==> src/rtl/cpu_multi_cycle_v1_pkg.sv <==
// Shared definitions for the multicycle RV32I-subset core.
// Holds the opcode and funct3 constants, the FSM state encoding, the ALU
// operation set, the immediate formats and the helpers that decode them.
package pkg_cpu_defs;

    // Major opcodes of the supported instruction classes
    localparam logic [6:0] OP_LOAD   = 7'b0000011;
    localparam logic [6:0] OP_STORE  = 7'b0100011;
    localparam logic [6:0] OP_RTYPE  = 7'b0110011;
    localparam logic [6:0] OP_ITYPE  = 7'b0010011;
    localparam logic [6:0] OP_BRANCH = 7'b1100011;
    localparam logic [6:0] OP_JAL    = 7'b1101111;

    // funct3 values
    localparam logic [2:0] F3_ADD_SUB = 3'b000;
    localparam logic [2:0] F3_SLT     = 3'b010;
    localparam logic [2:0] F3_XOR     = 3'b100;
    localparam logic [2:0] F3_OR      = 3'b110;
    localparam logic [2:0] F3_AND     = 3'b111;
    localparam logic [2:0] F3_BEQ     = 3'b000;
    localparam logic [2:0] F3_BNE     = 3'b001;
    localparam logic [2:0] F3_LW      = 3'b010;
    localparam logic [2:0] F3_SW      = 3'b010;

    typedef enum logic [3:0] {
        S_FETCH,
        S_DECODE,
        S_MEMADR,
        S_MEMREAD,
        S_MEMWB,
        S_MEMWRITE,
        S_EXECR,
        S_EXECI,
        S_ALUWB,
        S_BRANCH,
        S_JAL
    } state_t;

    typedef enum logic [2:0] {
        ALU_ADD,
        ALU_SUB,
        ALU_AND,
        ALU_OR,
        ALU_XOR,
        ALU_SLT
    } alu_op_t;

    typedef enum logic [1:0] {
        IMM_I,
        IMM_S,
        IMM_B,
        IMM_J
    } imm_fmt_t;

    // Sign-extended immediate of the requested format; B and J have bit0 = 0.
    function automatic logic [31:0] imm_ext(input logic [31:0] ir, input imm_fmt_t fmt);
        logic [31:0] imm;
        imm = {{20{ir[31]}}, ir[31:20]};
        case (fmt)
            IMM_I: imm = {{20{ir[31]}}, ir[31:20]};
            IMM_S: imm = {{20{ir[31]}}, ir[31:25], ir[11:7]};
            IMM_B: imm = {{19{ir[31]}}, ir[31], ir[7], ir[30:25], ir[11:8], 1'b0};
            IMM_J: imm = {{11{ir[31]}}, ir[31], ir[19:12], ir[20], ir[30:21], 1'b0};
            default: imm = {{20{ir[31]}}, ir[31:20]};
        endcase
        return imm;
    endfunction

    // ALU operation for R/I arithmetic. sub_sel is funct7[5] for R-type and
    // forced low for I-type (there is no "subi"). Unsupported funct3 values
    // fall back to add.
    function automatic alu_op_t alu_op_decode(input logic [2:0] funct3, input logic sub_sel);
        alu_op_t op;
        op = ALU_ADD;
        case (funct3)
            F3_ADD_SUB: op = sub_sel ? ALU_SUB : ALU_ADD;
            F3_SLT:     op = ALU_SLT;
            F3_XOR:     op = ALU_XOR;
            F3_OR:      op = ALU_OR;
            F3_AND:     op = ALU_AND;
            default:    op = ALU_ADD;
        endcase
        return op;
    endfunction

endpackage

==> src/rtl/cpu_multi_cycle_v1_reg_file.sv <==
// General-purpose register file: two asynchronous read ports, one
// synchronous write port. Register 0 is hardwired to zero and ignores writes.
// Ports:
//   clk, srst              clock, synchronous active-high reset (clears all)
//   rs1_addr / rs1_data    read port 1
//   rs2_addr / rs2_data    read port 2
//   wr_en, wr_addr, wr_data write port, committed on the rising edge
module cpu_reg_file #(
    parameter int DATA_WIDTH     = 32,
    parameter int REG_ADDR_WIDTH = 5
) (
    input  logic                      clk,
    input  logic                      srst,
    input  logic [REG_ADDR_WIDTH-1:0] rs1_addr,
    input  logic [REG_ADDR_WIDTH-1:0] rs2_addr,
    output logic [DATA_WIDTH-1:0]     rs1_data,
    output logic [DATA_WIDTH-1:0]     rs2_data,
    input  logic                      wr_en,
    input  logic [REG_ADDR_WIDTH-1:0] wr_addr,
    input  logic [DATA_WIDTH-1:0]     wr_data
);

    localparam int NUM_REGS = 1 << REG_ADDR_WIDTH;

    logic [NUM_REGS-1:0][DATA_WIDTH-1:0] regs_flat;

    genvar gi;
    generate
        for (gi = 0; gi < NUM_REGS; gi++) begin : g_reg
            if (gi == 0) begin : g_zero
                assign regs_flat[gi] = '0;
            end else begin : g_store
                logic [DATA_WIDTH-1:0] q_reg;
                always_ff @(posedge clk) begin
                    if (srst) begin
                        q_reg <= '0;
                    end else if (wr_en && (wr_addr == REG_ADDR_WIDTH'(gi))) begin
                        q_reg <= wr_data;
                    end
                end
                assign regs_flat[gi] = q_reg;
            end
        end
    endgenerate

    assign rs1_data = regs_flat[rs1_addr];
    assign rs2_data = regs_flat[rs2_addr];

endmodule

==> src/rtl/cpu_multi_cycle_v1.sv <==
// Multicycle RV32I-subset core with a single unified memory port.
// Each instruction walks FETCH -> DECODE -> ... -> FETCH under one FSM and
// shares a single ALU for PC+4, branch/jump targets, addresses and results.
// Ports:
//   sys_clk       system clock (rising edge)
//   sys_rst       synchronous active-high reset
//   mem_data_out  memory read data for mem_addr (combinational memory)
//   mem_wr_en     memory write strobe (MEMWRITE cycle only)
//   mem_addr      byte address; memory decodes bits [31:2]
//   mem_data_in   memory write data
module cpu_multi_cycle_v1
    import pkg_cpu_defs::*;
#(
    parameter int ADDR_WIDTH          = 32,
    parameter int DATA_WIDTH          = 32,
    parameter int REG_FILE_ADDR_WIDTH = 5
) (
    input  logic                  sys_clk,
    input  logic                  sys_rst,
    input  logic [DATA_WIDTH-1:0] mem_data_out,
    output logic                  mem_wr_en,
    output logic [ADDR_WIDTH-1:0] mem_addr,
    output logic [DATA_WIDTH-1:0] mem_data_in
);

    state_t                  state_reg,   state_next;
    logic [ADDR_WIDTH-1:0]   pc_reg,      pc_next;
    logic [ADDR_WIDTH-1:0]   old_pc_reg,  old_pc_next;
    logic [DATA_WIDTH-1:0]   ir_reg,      ir_next;
    logic [DATA_WIDTH-1:0]   a_reg,       a_next;
    logic [DATA_WIDTH-1:0]   wd_reg,      wd_next;
    logic [DATA_WIDTH-1:0]   alu_out_reg, alu_out_next;
    logic [DATA_WIDTH-1:0]   data_reg,    data_next;

    // Instruction fields
    logic [6:0]                     opcode;
    logic [2:0]                     funct3;
    logic                           funct7_b5;
    logic [REG_FILE_ADDR_WIDTH-1:0] rs1_idx, rs2_idx, rd_idx;
    logic [DATA_WIDTH-1:0]          imm_i, imm_s, imm_b, imm_j;

    assign opcode    = ir_reg[6:0];
    assign funct3    = ir_reg[14:12];
    assign funct7_b5 = ir_reg[30];
    assign rd_idx    = ir_reg[7  +: REG_FILE_ADDR_WIDTH];
    assign rs1_idx   = ir_reg[15 +: REG_FILE_ADDR_WIDTH];
    assign rs2_idx   = ir_reg[20 +: REG_FILE_ADDR_WIDTH];

    assign imm_i = DATA_WIDTH'(imm_ext(32'(ir_reg), IMM_I));
    assign imm_s = DATA_WIDTH'(imm_ext(32'(ir_reg), IMM_S));
    assign imm_b = DATA_WIDTH'(imm_ext(32'(ir_reg), IMM_B));
    assign imm_j = DATA_WIDTH'(imm_ext(32'(ir_reg), IMM_J));

    // Register file
    logic [DATA_WIDTH-1:0] rs1_data, rs2_data;
    logic                  rf_wr_en;
    logic [DATA_WIDTH-1:0] rf_wr_data;

    cpu_reg_file #(
        .DATA_WIDTH     (DATA_WIDTH),
        .REG_ADDR_WIDTH (REG_FILE_ADDR_WIDTH)
    ) u_reg_file (
        .clk      (sys_clk),
        .srst     (sys_rst),
        .rs1_addr (rs1_idx),
        .rs2_addr (rs2_idx),
        .rs1_data (rs1_data),
        .rs2_data (rs2_data),
        .wr_en    (rf_wr_en),
        .wr_addr  (rd_idx),
        .wr_data  (rf_wr_data)
    );

    // ALU operand selection, driven purely by the current state
    logic [DATA_WIDTH-1:0] alu_a, alu_b, alu_result;
    alu_op_t               alu_op;
    logic                  alu_zero;

    always_comb begin
        alu_a  = DATA_WIDTH'(pc_reg);
        alu_b  = DATA_WIDTH'(4);
        alu_op = ALU_ADD;
        case (state_reg)
            S_DECODE: begin
                // Branch target is precomputed speculatively for every opcode
                alu_a = DATA_WIDTH'(old_pc_reg);
                alu_b = imm_b;
            end
            S_MEMADR: begin
                alu_a = a_reg;
                alu_b = (opcode == OP_STORE) ? imm_s : imm_i;
            end
            S_EXECR: begin
                alu_a  = a_reg;
                alu_b  = wd_reg;
                alu_op = alu_op_decode(funct3, funct7_b5);
            end
            S_EXECI: begin
                alu_a  = a_reg;
                alu_b  = imm_i;
                alu_op = alu_op_decode(funct3, 1'b0);
            end
            S_BRANCH: begin
                alu_a  = a_reg;
                alu_b  = wd_reg;
                alu_op = ALU_SUB;
            end
            S_JAL: begin
                alu_a = DATA_WIDTH'(old_pc_reg);
                alu_b = imm_j;
            end
            default: ;
        endcase
    end

    always_comb begin
        alu_result = alu_a + alu_b;
        case (alu_op)
            ALU_ADD: alu_result = alu_a + alu_b;
            ALU_SUB: alu_result = alu_a - alu_b;
            ALU_AND: alu_result = alu_a & alu_b;
            ALU_OR:  alu_result = alu_a | alu_b;
            ALU_XOR: alu_result = alu_a ^ alu_b;
            ALU_SLT: alu_result = {{(DATA_WIDTH-1){1'b0}}, ($signed(alu_a) < $signed(alu_b))};
            default: alu_result = alu_a + alu_b;
        endcase
    end

    assign alu_zero = (alu_result == '0);

    // State register
    always_ff @(posedge sys_clk) begin
        if (sys_rst) begin
            state_reg   <= S_FETCH;
            pc_reg      <= '0;
            old_pc_reg  <= '0;
            ir_reg      <= '0;
            a_reg       <= '0;
            wd_reg      <= '0;
            alu_out_reg <= '0;
            data_reg    <= '0;
        end else begin
            state_reg   <= state_next;
            pc_reg      <= pc_next;
            old_pc_reg  <= old_pc_next;
            ir_reg      <= ir_next;
            a_reg       <= a_next;
            wd_reg      <= wd_next;
            alu_out_reg <= alu_out_next;
            data_reg    <= data_next;
        end
    end

    // Next-state and datapath control
    always_comb begin
        state_next   = state_reg;
        pc_next      = pc_reg;
        old_pc_next  = old_pc_reg;
        ir_next      = ir_reg;
        a_next       = a_reg;
        wd_next      = wd_reg;
        alu_out_next = alu_out_reg;
        data_next    = data_reg;
        rf_wr_en     = 1'b0;
        rf_wr_data   = alu_out_reg;

        case (state_reg)
            S_FETCH: begin
                ir_next     = mem_data_out;
                old_pc_next = pc_reg;
                pc_next     = ADDR_WIDTH'(alu_result);
                state_next  = S_DECODE;
            end
            S_DECODE: begin
                a_next       = rs1_data;
                wd_next      = rs2_data;
                alu_out_next = alu_result;
                case (opcode)
                    OP_LOAD, OP_STORE: state_next = S_MEMADR;
                    OP_RTYPE:          state_next = S_EXECR;
                    OP_ITYPE:          state_next = S_EXECI;
                    OP_BRANCH:         state_next = ((funct3 == F3_BEQ) || (funct3 == F3_BNE))
                                                    ? S_BRANCH : S_FETCH;
                    OP_JAL:            state_next = S_JAL;
                    default:           state_next = S_FETCH;
                endcase
            end
            S_MEMADR: begin
                alu_out_next = alu_result;
                state_next   = (opcode == OP_STORE) ? S_MEMWRITE : S_MEMREAD;
            end
            S_MEMREAD: begin
                data_next  = mem_data_out;
                state_next = S_MEMWB;
            end
            S_MEMWB: begin
                rf_wr_en   = 1'b1;
                rf_wr_data = data_reg;
                state_next = S_FETCH;
            end
            S_MEMWRITE: begin
                state_next = S_FETCH;
            end
            S_EXECR, S_EXECI: begin
                alu_out_next = alu_result;
                state_next   = S_ALUWB;
            end
            S_ALUWB: begin
                rf_wr_en   = 1'b1;
                rf_wr_data = alu_out_reg;
                state_next = S_FETCH;
            end
            S_BRANCH: begin
                if (((funct3 == F3_BEQ) && alu_zero) || ((funct3 == F3_BNE) && !alu_zero)) begin
                    pc_next = ADDR_WIDTH'(alu_out_reg);
                end
                state_next = S_FETCH;
            end
            S_JAL: begin
                // The ALU is busy with the target, but pc_reg already holds
                // OldPC+4 from FETCH, so it serves directly as the link value.
                pc_next    = ADDR_WIDTH'(alu_result);
                rf_wr_en   = 1'b1;
                rf_wr_data = DATA_WIDTH'(pc_reg);
                state_next = S_FETCH;
            end
            default: state_next = S_FETCH;
        endcase
    end

    // Memory port; forced idle while reset is held so an aborted store
    // never reaches memory.
    always_comb begin
        mem_wr_en   = 1'b0;
        mem_addr    = pc_reg;
        mem_data_in = '0;
        if (sys_rst) begin
            mem_addr = '0;
        end else begin
            case (state_reg)
                S_MEMREAD: mem_addr = ADDR_WIDTH'(alu_out_reg);
                S_MEMWRITE: begin
                    mem_addr    = ADDR_WIDTH'(alu_out_reg);
                    mem_data_in = wd_reg;
                    mem_wr_en   = 1'b1;
                end
                default: mem_addr = pc_reg;
            endcase
        end
    end

endmodule

==> config.mk <==
export PLATFORM = sky130hd
export DESIGN_NAME = cpu_multi_cycle_v1
export DESIGN_NICKNAME = d
export VERILOG_FILES = /design/src/rtl/cpu_multi_cycle_v1_pkg.sv /design/src/rtl/cpu_multi_cycle_v1_reg_file.sv /design/src/rtl/cpu_multi_cycle_v1.sv
export SDC_FILE = /design/constraint.sdc
export NUM_CORES = 2
export LEC_CHECK = 0
export ABC_AREA = 0
export CORE_MARGIN = 2
export CORE_UTILIZATION = 37
export CTS_CLUSTER_DIAMETER = 80
export DETAILED_ROUTE_END_ITERATION = 7
export SYNTH_ARGS = -nofsm -noshare
export SYNTH_HDL_FRONTEND = slang
export SYNTH_HIERARCHICAL = 1
export SYNTH_SLANG_ARGS = --single-unit
==> constraint.sdc <==
create_clock -name sys_clk -period 6.65 [get_ports sys_clk]
set_clock_uncertainty 0.05 [all_clocks]
set_input_delay 0.665 -clock sys_clk [delete_from_list [all_inputs] [get_ports sys_clk]]
set_output_delay 0.665 -clock sys_clk [all_outputs]
set_load 0.02 [all_outputs]
==> results by group <==
Clocking
  – Clock slew at reported path FFs: 0.06 ns
  – CTS tree: built
  – TritonCTS Buffers: 141
  – Clock Latency Late Sink: 0.79 ns
  – H-tree depth: 4
  – Clock Tree Root: clkbuf_16
  – Clock sink count: between 1000 and 1500
  – Max Buffers Root-to-Sink: 3

Placement
  – Dpl cells: approximately 11000
  – Routability cong.: ~1
  – DP Wirelength: approximately 190 mm
  – Buffers on Ports: approximately 100

Hold path
  – Hold crit path type: in -> reg

Logic synthesis
  – Top cells by area, synth: dfxtp_1, nand2_1, mux2i_1, a21oi_1, a22oi_1
  – Cell count after synthesis: approximately 8900
  – Synth Cell Area: 67400 um^2
  – Post-synthesis average cell area: approximately 7.6 um^2
  – Synth Warn #: 6
  – Synth area leader: dfxtp_1
  – Yosys cell types: 92
  – Flops & latches, synth: 1220
  – Post-synth top area share: 36.2%
  – Commonest cells in the synthesized netlist: nand2_1, a21oi_1, dfxtp_1
  – Post-synth EDFFs: 0
  – Post-Syn Nets: 9003
  – Primary FF master, synth: dfxtp_1
  – Most common cell in the synthesized netlist: nand2_1
  – Seq/Total Area, Yosys: 36.2%
  – Asr flop ratio synth: 0%

Flow run
  – Max-cap viol count: 0

GRT
  – Total GRT Usage: 30.0%
  – Initial antenna violation count: 5
  – Total congestion overflow: 0
  – First-pass GRT wire length: 423 mm
  – Largest net degree at the start of global routing: 176
  – Vias in the first global route: 63200

Detailed routing
  – Vias per inst: 5.98
  – DRC: 2
  – Initial detailed-routing violation count: slightly above 8000
  – Avg WL per Cell: 25.9 um
  – Vias: between 60000 and 70000
  – Routed Antenna Nets: 0
  – DRT Wirelength: 290 mm
  – First-pass DRT Iterations: 8

Final layout
  – Core Util, Final: a little over two fifths
  – Layout cells sized above 1: ~10%
  – Non-Filler Instances: 11200
  – Nets@finish: roughly 8800
  – Largest register FFs: 992
  – Area grow syn2layout: 13.4%

Run status
  – Status: complete, but fails checks
  – Failing checks: design-rule violations

Die
  – I/O pin count: 99
  – Initial core utilization: 37.3%
  – Row cnt: 156
  – Chip width: 431 um
  – Die Ht: between 400 and 500 um
  – Core area: ~180000 um^2
  – Total die area: 186000 um^2

STA
  – Minimum clock period: ~6.4 ns
  – Final period util: a little over nine tenths
  – Fmax: roughly 0.16 GHz
  – Setup violators final: 0
  – Slew HR: 4.01%
  – Hold Violations, Final: 0
  – Worst Max-Slew Pin Slew: 1.44 ns
  – Slew Limit Fails: 0

Power
  – Worst vdd ir: roughly 0.19 mV
  – Leakage: 25.6 nW
  – PD cells: 239 nW/um^2
  – Total Power: 18.3 mW

Setup path
  – Slowest CP cell: or4b_4
  – Critical Path Sink Type: flip-flop
  – Endpoint arrival time on the critical path: 7.01 ns
  – Crit path launch type: flip-flop
  – R2r setup slk: between 0.2 and 0.25 ns
  – Crit-path max FO: 8
  – CP Class: reg -> reg
  – CP most frequent cell: buf_4
  – Worst Path Required: 7.25 ns
  – CP peak stage delay: 0.51 ns
## kinds of logic after synthesis
family	share of synthesized area [%]
AOI/OAI and AO/OA	19.4
xor gates and xnor gates	0.195
adders and majority gates	1.84
buffers and inverters	5.75
DFF	36.2
muxes	15.2
and+or+nand+nor	21.4
## critical path, delay by kind of cell, from the launching register on
family | cells | cell delay, ns
compound gates | 7 | 1.25
xor+xnor | 1 | 0.23
fa+ha+maj | 1 | 0.38
buf+inv | 8 | 1.23
flops | 1 | 0.34
mux | 1 | 0.30
simple gates | 11 | 2.50
## placed cells by master (no fill, tap or decap), types with 64 or more instances in the layout
cell type           n
buf_4             399
a22oi_1           300
clkbuf_16         144
mux2i_1           794
nand3_1           212
nand2_1          2685
mux4_2             64
nor3_1             96
mux2_2             66
a221oi_1           81
nor2b_1            86
a31oi_1            78
nor2_1            153
ha_1               93
inv_1              97
a21oi_1          1431
dfxtp_1          1210
clkdlybuf4s50_1    97
## metrics by stage
step | TNS, ns | area, um^2 | worst slack [ns] | hold WS, ns
after floorplan | 0 | 67400 | 0.528 | 0.386
after global placement | -3.17 | 71500 | -0.140 | 0.391
after detailed placement | -3.10 | 71500 | -0.134 | 0.396
after CTS | 0 | 76100 | 0.0254 | 0.321
after global routing | -0.0335 | 76400 | -0.0119 | 0.356
final | 0 | 76400 | 0.248 | 0.345
## final timing paths
path	start	end	depth (start not counted)
hold / removal	sys_rst	ir_reg[30]$_SDFFE_PP0P_	2
hold reg to reg	old_pc_reg[20]$_SDFFE_PP0P_	old_pc_reg[20]$_SDFFE_PP0P_	2
setup reg to reg	ir_reg[1]$_SDFFE_PP0P_	pc_reg[27]$_SDFFE_PP0P_	29
setup / recovery	ir_reg[1]$_SDFFE_PP0P_	pc_reg[27]$_SDFFE_PP0P_	29
## power breakdown
part	internal [mW]	switching [mW]	leakage (nW)
sequential	7.39	0.129	9.85
combinational	0.902	1.92	13.5
clock	4.65	3.28	2.26
total	12.9	5.33	25.6
## routing by layer
layer	vias to the layer above	global-route usage (%)	wire, um
met1	32400	41.5	123000
met4	8	12.9	13100
li1	30400	-	-
met3	609	4.68	25800
met5	-	0	53
met2	3441	46.0	128000
## repair_timing
item                                    in CTS  in global routing
pin swaps                                    0                 29
endpoints found under the hold margin        0                  0
hold buffers                                 0                  0
gates resized for setup                      2                 46
setup buffers                                0                 14
endpoints found under the setup margin      30                 32
## area by class of cell
cell class	instances	area [um^2]
antenna	1	2.50
clock buffer	214	4140
clock inverter	37	477
fill	18200	104000
inverter	99	372
multi-input combinational	6729	39700
sequential	1220	24400
tap	2370	2970
timing repair buffer	516	4340
No activity file was read; power rests on OpenSTA's default activity.
